### config.mk
export PLATFORM = sky130hd
export DESIGN_NAME = conv_result_writer
export DESIGN_NICKNAME = d
export VERILOG_FILES = /design/src/rtl/conv_result_writer.sv
export SDC_FILE = /design/constraint.sdc
export NUM_CORES = 1
export LEC_CHECK = 0
export BUFFER_PORTS_ARGS = -buffer_cell sky130_fd_sc_hd__buf_2
export CAP_MARGIN = 5
export CELL_PAD_IN_SITES_DETAIL_PLACEMENT = 1
export CELL_PAD_IN_SITES_GLOBAL_PLACEMENT = 2
export CORE_ASPECT_RATIO = 0.6
export CORE_MARGIN = 2
export CORE_UTILIZATION = 33
export CTS_CLUSTER_SIZE = 8
export DETAILED_ROUTE_END_ITERATION = 10
export GPL_ROUTABILITY_DRIVEN = 0
export PLACE_DENSITY = 0.77
export SLEW_MARGIN = 10
export SYNTH_ARGS = -nofsm -noshare
export SYNTH_HDL_FRONTEND = slang
export SYNTH_SLANG_ARGS = --single-unit
### constraint.sdc
create_clock -name clk -period 2.9 [get_ports clk]
set_input_delay 0.435 -clock clk [delete_from_list [all_inputs] [get_ports clk]]
set_output_delay 0.435 -clock clk [all_outputs]
set_load 0.05 [all_outputs]
### src/rtl/conv_result_writer.sv
// ============================================================================
// Module   : conv_result_writer
// Purpose  : Collects one quantized convolution result per save_rstl rising
//            edge and writes it to the feature-map RAM in row-major order.
// Revision : 1.0  initial release
// ============================================================================
`default_nettype none

module conv_result_writer #(
  parameter int DATA_WIDTH = 8,
  parameter int OUT_ROWS   = 26,
  parameter int OUT_COLS   = 26,
  parameter int ADDR_WIDTH = 10
) (
  input  logic                  clk,
  input  logic                  rst,
  input  logic                  en,
  input  logic                  start,
  input  logic                  save_rstl,
  input  logic [DATA_WIDTH-1:0] out_quant,
  output logic                  wr_en,
  output logic [ADDR_WIDTH-1:0] wr_addr,
  output logic [DATA_WIDTH-1:0] wr_data,
  output logic [ADDR_WIDTH-1:0] row,
  output logic [ADDR_WIDTH-1:0] col,
  output logic                  busy,
  output logic                  done
);

  typedef enum logic [1:0] {
    S_IDLE  = 2'd0,
    S_WAIT  = 2'd1,
    S_WRITE = 2'd2,
    S_DONE  = 2'd3
  } state_t;

  localparam logic [ADDR_WIDTH-1:0] C_LAST_ROW = ADDR_WIDTH'(OUT_ROWS - 1);
  localparam logic [ADDR_WIDTH-1:0] C_LAST_COL = ADDR_WIDTH'(OUT_COLS - 1);
  localparam logic [ADDR_WIDTH-1:0] C_ONE      = ADDR_WIDTH'(1);
  localparam logic [ADDR_WIDTH-1:0] C_ZERO     = '0;

  state_t                r_state, w_state;
  logic                  r_save_d;
  logic                  r_wr_en, w_wr_en;
  logic [ADDR_WIDTH-1:0] r_wr_addr, w_wr_addr;
  logic [DATA_WIDTH-1:0] r_wr_data, w_wr_data;
  logic [ADDR_WIDTH-1:0] r_row, w_row;
  logic [ADDR_WIDTH-1:0] r_col, w_col;
  logic                  r_busy, w_busy;
  logic                  r_done, w_done;
  logic                  w_edge;

  assign w_edge = save_rstl & ~r_save_d;

  always_comb begin
    w_state   = r_state;
    w_wr_en   = 1'b0;
    w_wr_addr = r_wr_addr;
    w_wr_data = r_wr_data;
    w_row     = r_row;
    w_col     = r_col;
    w_busy    = r_busy;
    w_done    = 1'b0;
    case (r_state)
      S_IDLE: begin
        if (start) begin
          w_row     = C_ZERO;
          w_col     = C_ZERO;
          w_wr_addr = C_ZERO;
          w_busy    = 1'b1;
          w_state   = S_WAIT;
        end
      end
      S_WAIT: begin
        if (w_edge) begin
          w_wr_data = out_quant;
          w_wr_en   = 1'b1;
          w_state   = S_WRITE;
        end
      end
      S_WRITE: begin
        // The last pixel keeps its position so row/col/addr still name it after done.
        if (r_row == C_LAST_ROW && r_col == C_LAST_COL) begin
          w_state = S_DONE;
        end else begin
          if (r_col == C_LAST_COL) begin
            w_col = C_ZERO;
            w_row = r_row + C_ONE;
          end else begin
            w_col = r_col + C_ONE;
          end
          w_wr_addr = r_wr_addr + C_ONE;
          w_state   = S_WAIT;
        end
      end
      S_DONE: begin
        w_done  = 1'b1;
        w_busy  = 1'b0;
        w_state = S_IDLE;
      end
      default: w_state = S_IDLE;
    endcase
  end

  always_ff @(posedge clk or negedge rst) begin
    if (!rst) begin
      r_state   <= S_IDLE;
      r_save_d  <= 1'b0;
      r_wr_en   <= 1'b0;
      r_wr_addr <= '0;
      r_wr_data <= '0;
      r_row     <= '0;
      r_col     <= '0;
      r_busy    <= 1'b0;
      r_done    <= 1'b0;
    end else if (en) begin
      r_state   <= w_state;
      r_save_d  <= save_rstl;
      r_wr_en   <= w_wr_en;
      r_wr_addr <= w_wr_addr;
      r_wr_data <= w_wr_data;
      r_row     <= w_row;
      r_col     <= w_col;
      r_busy    <= w_busy;
      r_done    <= w_done;
    end else begin
      // Frozen: everything holds except the write strobe, which must not repeat.
      r_wr_en <= 1'b0;
    end
  end

  assign wr_en   = r_wr_en;
  assign wr_addr = r_wr_addr;
  assign wr_data = r_wr_data;
  assign row     = r_row;
  assign col     = r_col;
  assign busy    = r_busy;
  assign done    = r_done;

endmodule

`default_nettype wire

# After elaboration in Yosys (flattened, before gate mapping)
# Index checks and enable logic that the tools add are counted.
# totals
regBits	44
latch_bits	0
ramBits	0
romBits	0
input_bits	13
wordCells	51
memories	0
# classes
add_sub_neg	3
mul	0
div_mod_pow	0
order_cmp	0
eq_ne	9
shift	0
mux	19
n_bitwise	2
reduce_logical	9
# op_table
operator	count
2-to-1 mux 10 bit	6
case mux 10 bit (2 select lines)	3
adder 10 x 1 -> 10 bit, second input constant	3
equality test 10 x 5 -> 1 bit, second input constant	2
AND reduction 3 bit	3
!= test 2 bit, second input constant	4
case mux 2 bit (4 select lines)	1
2-to-1 mux 2 bit	3
2-to-1 mux 1 bit	5
AND reduction 5 bit	1
equality test 2 bit, second input constant	2
AND reduction 4 bit	1
nonzero test 2 bit	2
equality test 2 x 1 -> 1 bit, second input constant	1
logical NOT 2 bit	1
case mux 1 bit (2 select lines)	1
AND 1 bit	1
logical AND 1 bit	1
inverter 1 bit	1

# Logic depth before layout (Yosys ltp)
# Gate-level depths: netlist of the first run.
# logic_depth
word_depth	5
depth_mapped	8
depth_no_buf	7

# Worst setup path after synthesis of the first run
# OpenSTA, ideal clock, no wires.
# synth_path
kind	register to register
start	reg r_row[0] (netlist: row[0])
end	reg r_row[7] (netlist: row[7])
setup_ns	0.121
t_arrival_ns	2.408
required_time_ns	2.779
slack_ns	0.371
path_stages_with_launch	7
n_path_buf	0
synth_period_minus_slack_ns	2.529
cell_sequence	dfrtp_1 -> ha_1 -> or4b_1 -> or4_4 -> o311ai_4 -> o41ai_1 -> a22o_1
# synth_between
elab_chain_len	4
word_cells_on_any_way	8
# synth_lines
item	line_no	source
start: declaration	47	logic [ADDR_WIDTH-1:0] r_row, w_row;
start signal: assignment	122	r_row <= w_row;
adder 10 x 1 -> 10 bit / equality test 10 x 5 -> 1 bit (equally long branches)	88, 83	
2-to-1 mux 10 bit / logical AND 1 bit (equally long branches)	86, 83	
2-to-1 mux 10 bit / != test 2 bit (equally long branches)	n/a	
case mux 10 bit (2 select lines) / AND reduction 5 bit (equally long branches)	n/a	
# Several ways; a longest one is shown, not always the timed one. The select of a mux whose other input is x is not followed.
# A chain may end at the register's enable or synchronous reset.

# Worst setup path in the final report of the first run
# layout_path
start	reg r_row[1] (netlist: row[1])
end	reg r_row[1] (netlist: row[1])
# Same word-level chain as after synthesis.

==> flow_summary.yaml, run 1 <==
setup_path:
  worstReg2RegStart: "row[1]"
  crit_family: "simple AND/OR/NAND/NOR gates"
  r2r_cells: 7
  rrSetupSlack_ns: 0.48
  end_kind: "register"
  startpoint_type: "register"
  arrival_ns: 2.60
  crit-reg2reg-capture: "row[1]"
  crit_fanout: 6
  path_cells: "inv_1 -> ha_1 -> or4b_1 -> or4_4 -> o311ai_4 -> o22ai_1 -> a22o_1"
  path_buf_inv: 1
  setup.worst_path.class: "reg2reg"
  max_stage_delay_ns: 0.48
  cp.required_ns: 3.09
  slowest_stage: "or4b_1"
cells_and_area:
  drive_above_1_share: 0.288
  fillers: 796
  mostFrequentLayoutCells: "53 x buf_2, 44 x dfrtp_1, 30 x nand2_1"
  instances_no_fill: 389
  syn_to_final_growth_pct: 24.5
  fin_nets: 319
  antenna_cells: 0
  final_common_cell: "buf_2"
power:
  p_per_area_mw_per_mm2: 867
  irDropWorstVdd_mv: 0.289
  p_leak_uw: 0.00136
  combPwrFrac: 0.382
  p_clk_frac: 0.271
  power.internal_uw: 1430
  p_sw_frac: 0.435
  pwr-share-seq: 0.347
  power.switching_uw: 1100
placement:
  dp_cells: 381
  portBuffers: 53
  hpwlAfterDp_um: 4640
  pre_cts_ws_ns: 0.496
die:
  core_area_mm2: 0.00679
  initial_core_util: 0.346
  die_y_um: 69.4
  dieArea_mm2: 0.00784
  die_x_um: 113
  rows: 23
  ios: 54
synthesis:
  synth_edf_count: 0
  yosys_register_bits: 44
  synth_top_cell_area_share: 0.468
  synthArstFlopShare: 1.00
  avgSynthCellArea_um2: 9.64
  synthCells: 244
  synth_area_leaders: "dfrtp_1 47%, o21ai_0 5.7%, nand2_1 4.8%"
  synth_top_area_cell: "dfrtp_1"
  synth_cell_type_count: 49
  yosysWarnings: 0
  synth_ff_type: "dfrtp_1"
  synth_area_mm2: 0.00235
  synth_nets: 262
  synth_seq_area_share: 0.468
cts:
  cts_setup_buffers: 0
  worstSkewPairLatency_ns: 0.29
  root_buffer: "clkbuf_16"
  cts_buffer_depth: 2
  tritoncts: "built"
  cts.sink_count: 44
  hold_buffers: 0
  clk_pin_slew_worst_paths_ns: 0.07
  htree_levels: 2
  cts.repair.resized: 0
  numCtsBuffers: 5
global_route:
  grt_max_degree: 45
  antenna_found_initial: 0
  grt_use_total: 0.185
  grt_first_pass_wirelength_um: 11600
  grt_pass1_vias: 2186
  grt-ovfl-total: 0
run:
  cap_violations: 0
route:
  route.antenna.remaining_nets: 0
  drt_pre_antenna_iters: 7
  drt-total-wl_um: 6700
  drc: 5
  drtIter0Drc: 74
  vias: 2160
  wl_per_cell_um: 17.2
  via_per_inst: 5.55
timing:
  fin_crit_sh: 0.833
  holdWs_ns: 0.309
  fmax_mhz: 414
  grt_setup_unrepaired: "false"
  tns_ns: 0
  report.final.setup_viol: 0
  skew_ns: 0.00768
  tightest_slew_ns: 1.03
  slew_headroom: 0.315
  hold_viol: 0
  timing.final.crit_period_ns: 2.42
  drv_slew: 0
  worst_slack_ns: 0.485
status:
  violations: "design-rule violations"
  status: "complete, but fails checks"
worst_hold_path:
  min_path_type: "in2async"
synthesized netlist by cell type (2+ instances only):
cell type  number
dfrtp_1        44
nand2_1        30
o21ai_0        27
nand3_1        21
mux2_2          9
nor2_1          8
and3_1          7
clkbuf_1        7
o31ai_1         7
a31oi_1         5
ha_1            5
inv_1           5
nand4_1         5
or3_1           5
or4_1           5
a22o_1          4
nand2b_1        4
o41ai_1         4
buf_2           3
nor2b_1         3
nor3_1          3
a21o_1          2
a2bb2oi_1       2
and2_1          2
o21a_1          2
o21ai_1         2
power groups by stage:
stage / Sequential, uW / Combinational, uW / Clock (uW)
after global placement: 890 / 970 / 0
after CTS: 884 / 977 / 710
after detailed placement: 895 / 975 / 0
after global routing: 912 / 1040 / 732
after floorplan: 1320 / 265 / 0
final: 881 / 969 / 688
flip-flops by register name, indices dropped and copies added, names as in the netlist:
name      flops
col          10
row          10
wr_addr      10
wr_data       8
r_state       2
busy          1
done          1
r_save_d      1
wr_en         1
final cells by class:
cell class / instances / area, um2 / share of cell area
Clock buffer: 6 / 139 / 0.0474
Multi-Input combinational cell: 183 / 1180 / 0.402
Tap cell: 87 / 109 / 0.0372
Sequential cell: 44 / 1100 / 0.376
Timing Repair Buffer: 62 / 345 / 0.118
Clock inverter: 2 / 38.8 / 0.0132
Inverter: 5 / 18.8 / 0.00641
logic make-up (layout without fill, tap and decap cells):
kind of cell    Yosys count  in the layout  synth area share
simple gates            105            105             0.246
compound gates           63             63             0.180
fa+ha+maj                 5              5            0.0266
flops                    44             44             0.468
buf+inv                  17             75            0.0319
mux                      10             10            0.0473
worst max path at each step:
| stage | slack (ns) | cells past startpoint | endpoint | from |
|---|---|---|---|---|
| finish | 0.48 | 7 | row[1] | row[1] |
| global route | 0.40 | 7 | row[0] | row[1] |
| CTS | 0.48 | 7 | row[0] | row[1] |
| detailed placement | 0.50 | 7 | row[0] | row[1] |
| global placement | 0.56 | 6 | row[1] | row[0] |
| floorplan | 0.37 | 6 | row[7] | row[0] |
per-layer routing:
layer  routed length (um)  part of all wire  track usage
met1                 3450              0.52        0.281
met5                    0                 0            0
met2                 2780              0.42        0.268
met4                   59            0.0088       0.0379
met3                  403             0.060       0.0420
metrics by stage:
| step | total power [uW] | instance area [um2] | utilization |
|---|---|---|---|
| after floorplan | 1580 | 2350 | - |
| after global placement | 1860 | 2750 | 0.405 |
| after global routing | 2680 | 2930 | 0.431 |
| after CTS | 2570 | 2930 | 0.431 |
| after detailed placement | 1870 | 2750 | 0.405 |
| final | 2540 | 2930 | 0.431 |
worst reg2reg max path, stage by stage, from the launching register on:
cell,delay (ns)
dfrtp_1,0.45
inv_1,0.11
ha_1,0.14
or4b_1,0.48
or4_4,0.45
o311ai_4,0.35
o22ai_1,0.15
a22o_1,0.19
No activity file was read; power rests on OpenSTA's default activity.
==> run 2: changes to the inputs <==
--- a/config.mk
+++ b/config.mk
@@ -5,17 +5,18 @@
 export SDC_FILE = /design/constraint.sdc
 export NUM_CORES = 1
 export LEC_CHECK = 0
+export ABC_AREA = 1
 export BUFFER_PORTS_ARGS = -buffer_cell sky130_fd_sc_hd__buf_2
 export CAP_MARGIN = 5
 export CELL_PAD_IN_SITES_DETAIL_PLACEMENT = 1
 export CELL_PAD_IN_SITES_GLOBAL_PLACEMENT = 2
 export CORE_ASPECT_RATIO = 0.6
 export CORE_MARGIN = 2
-export CORE_UTILIZATION = 33
+export CORE_UTILIZATION = 27
 export CTS_CLUSTER_SIZE = 8
 export DETAILED_ROUTE_END_ITERATION = 10
 export GPL_ROUTABILITY_DRIVEN = 0
-export PLACE_DENSITY = 0.77
+export PLACE_DENSITY = 0.72
 export SLEW_MARGIN = 10
 export SYNTH_ARGS = -nofsm -noshare
 export SYNTH_HDL_FRONTEND = slang
==> constraint.sdc (replaced) <==
create_clock -name clk -period 2 [get_ports clk]
set_input_delay 0.3 -clock clk [delete_from_list [all_inputs] [get_ports clk]]
set_output_delay 0.3 -clock clk [all_outputs]
set_load 0.05 [all_outputs]
==> flow_summary.yaml, run 2 <==
status:
  status: "completed"
placement:
  portBuffers: 53
  dpl-instance-area_mm2: 0.00306
  dp_cells: 547
  hpwlAfterDp_um: 5680
worst_hold_path:
  min_path_type: "in2reg"
  holdPathEnd: "wr_data[5]"
  min_from: "out_quant[5]"
  holdPathStages: 3
setup_path:
  path_buf_inv: 2
  crit_family: "simple AND/OR/NAND/NOR gates"
  cp.required_ns: 2.17
  slowest_stage: "dfrtp_1"
  worstReg2RegStart: "col[1]"
  arrival_ns: 1.96
  startpoint_type: "register"
  crit-reg2reg-capture: "wr_addr[3]"
  crit_fanout: 18
  r2r_cells: 10
  max_stage_delay_ns: 0.42
  end_kind: "register"
  setup.worst_path.class: "reg2reg"
  path_cells: "inv_1 -> ha_1 -> nand2_1 -> nor2_1 -> nand3_1 -> nor2_2 -> nor2_4 -> buf_12 -> nand2_1 -> o21ai_0"
  worst_path_most_repeated_cell: "nand2_1"
  rrSetupSlack_ns: 0.21
timing:
  tns_ns: 0
  report.final.setup_viol: 0
  drv_slew: 0
  skew_ns: 0.00614
  timing.final.crit_period_ns: 1.79
  tightest_slew_ns: 0.491
  hold_viol: 0
  fin_crit_sh: 0.894
  slew_headroom: 0.673
  fmax_mhz: 559
synthesis:
  synth_compound_area_frac: 0.0733
  synth_fa_ha_area_frac: 0.0241
  synth_top_cell_area_share: 0.424
  synth_area_mm2: 0.00260
  synthCells: 364
  avgSynthCellArea_um2: 7.13
  synth_top_family_by_area: "simple AND/OR/NAND/NOR gates"
  synthMuxAreaShare: 0
  synth-simple-area-share: 0.367
  synth_cell_type_count: 28
  synth_seq_area_share: 0.424
  yosys_register_bits: 44
  yosysWarnings: 0
  synth_ff_type: "dfrtp_1"
  synth_commonest_cells: "113 x nand2_1, 50 x inv_1, 44 x dfrtp_1"
  synth_top_area_cell: "dfrtp_1"
  synth_xor_area_frac: 0.0169
  synth_edf_count: 0
  synthArstFlopShare: 1.00
  synth_nets: 382
  synth_area_leaders: "dfrtp_1 42%, nand2_1 16%, inv_1 7.2%"
  yosysMostFrequentCell: "nand2_1"
cts:
  worstSkewPairLatency_ns: 0.30
  numCtsBuffers: 5
  htree_levels: 2
  cts.repair.resized: 0
  tritoncts: "built"
  cts_buffer_depth: 2
  cts.sink_count: 44
  clk_pin_slew_worst_paths_ns: 0.07
  root_buffer: "clkbuf_16"
run:
  cap_violations: 0
die:
  die_y_um: 80.0
  rows: 27
  dieArea_mm2: 0.0104
  ios: 54
  die_x_um: 131
  core_area_mm2: 0.00926
  initial_core_util: 0.280
route:
  drt_pre_antenna_iters: 4
  drtIter0Drc: 99
  vias: 2542
  drt-total-wl_um: 7620
  via_per_inst: 4.56
  drc: 0
  route.antenna.remaining_nets: 0
  wl_per_cell_um: 13.7
cells_and_area:
  fin_area_mm2: 0.00330
  drive_above_1_share: 0.194
  regArea_mm2: 0.00110
  antenna_cells: 0
  mostFrequentLayoutCells: "113 x nand2_1, 53 x buf_2, 50 x inv_1"
  syn_to_final_growth_pct: 27.3
  fin_nets: 444
  final_common_cell: "nand2_1"
  multiInputGateArea_mm2: 0.00125
  instances_no_fill: 557
  fillers: 1174
global_route:
  grt_first_pass_wirelength_um: 12900
  grt_max_degree: 31
  grt_pass1_vias: 2515
  antenna_found_initial: 0
  grt_use_total: 0.160
  grt-ovfl-total: 0
power:
  irDropWorstVdd_mv: 0.654
  p_leak_uw: 0.00170
  p_per_area_mw_per_mm2: 1210
==> run 2: what timing repair did <==
action / 4_1_cts / 5_1_grt
hold buffers: 1 / 0
hold endpoints to repair: 18 / 0
endpoints found under the setup margin: 0 / 10
setup buffers: 0 / 1
==> run 2: per-layer routing <==
layer	global-route usage	wire length [um]	vias up	part of all wire
met1	0.240	4140	1210	0.54
li1	-	-	1275	-
met4	0.0394	80	0	0.010
met5	0	0	-	0
met2	0.223	2990	50	0.39
met3	0.0436	404	7	0.053
==> run 2: power breakdown <==
| part | total (uW) | switching, uW | internal (uW) | leakage (uW) |
|---|---|---|---|---|
| sequential | 1230 | 166 | 1060 | 0.000588 |
| clock | 1220 | 378 | 843 | 0.000104 |
| combinational | 1540 | 1150 | 391 | 0.00101 |
| total | 3980 | 1690 | 2290 | 0.00170 |
==> run 2: worst register-to-register path, stage by stage, from the launching register on <==
cell	delay, ns
dfrtp_1	0.42
inv_1	0.10
ha_1	0.18
nand2_1	0.06
nor2_1	0.08
nand3_1	0.22
nor2_2	0.25
nor2_4	0.07
buf_12	0.15
nand2_1	0.06
o21ai_0	0.07
==> run 2: cell families (layout without fill, tap and decap cells) <==
kind of cell,count (synthesis),in the layout
AO/OA/AOI/OAI,37,37
XOR/XNOR,5,5
adder cells (fa/ha/maj),5,5
buffers and inverters,60,123
flip-flops,44,44
AND/OR/NAND/NOR,213,213
==> run 2: area by class of cell <==
class,instances,area share
Inverter,52,0.0591
Multi-Input combinational cell,260,0.378
Sequential cell,44,0.333
Clock buffer,5,0.0379
Clock inverter,3,0.0273
Tap cell,130,0.0492
Timing Repair Buffer,63,0.115
==> run 2: worst max path at each step <==
stage,cells past startpoint,end,from
after CTS,9,row[3],col[1]
after global routing,10,row[3],col[1]
final,10,wr_addr[3],col[1]
after global placement,9,row[1],col[1]
after floorplan,9,row[7],col[0]
after detailed placement,8,col[5],col[1]
==> run 2: metrics by stage <==
step	power [uW]	util	setup WS, ns	hold WS (ns)
floorplan	2300	-	0.116	0.00441
global placement	2750	0.330	0.314	0.306
detailed placement	2770	0.330	0.194	0.304
CTS	4020	0.355	0.175	0.204
global route	4230	0.357	-0.000408	0.222
finish	3980	0.357	0.211	0.208
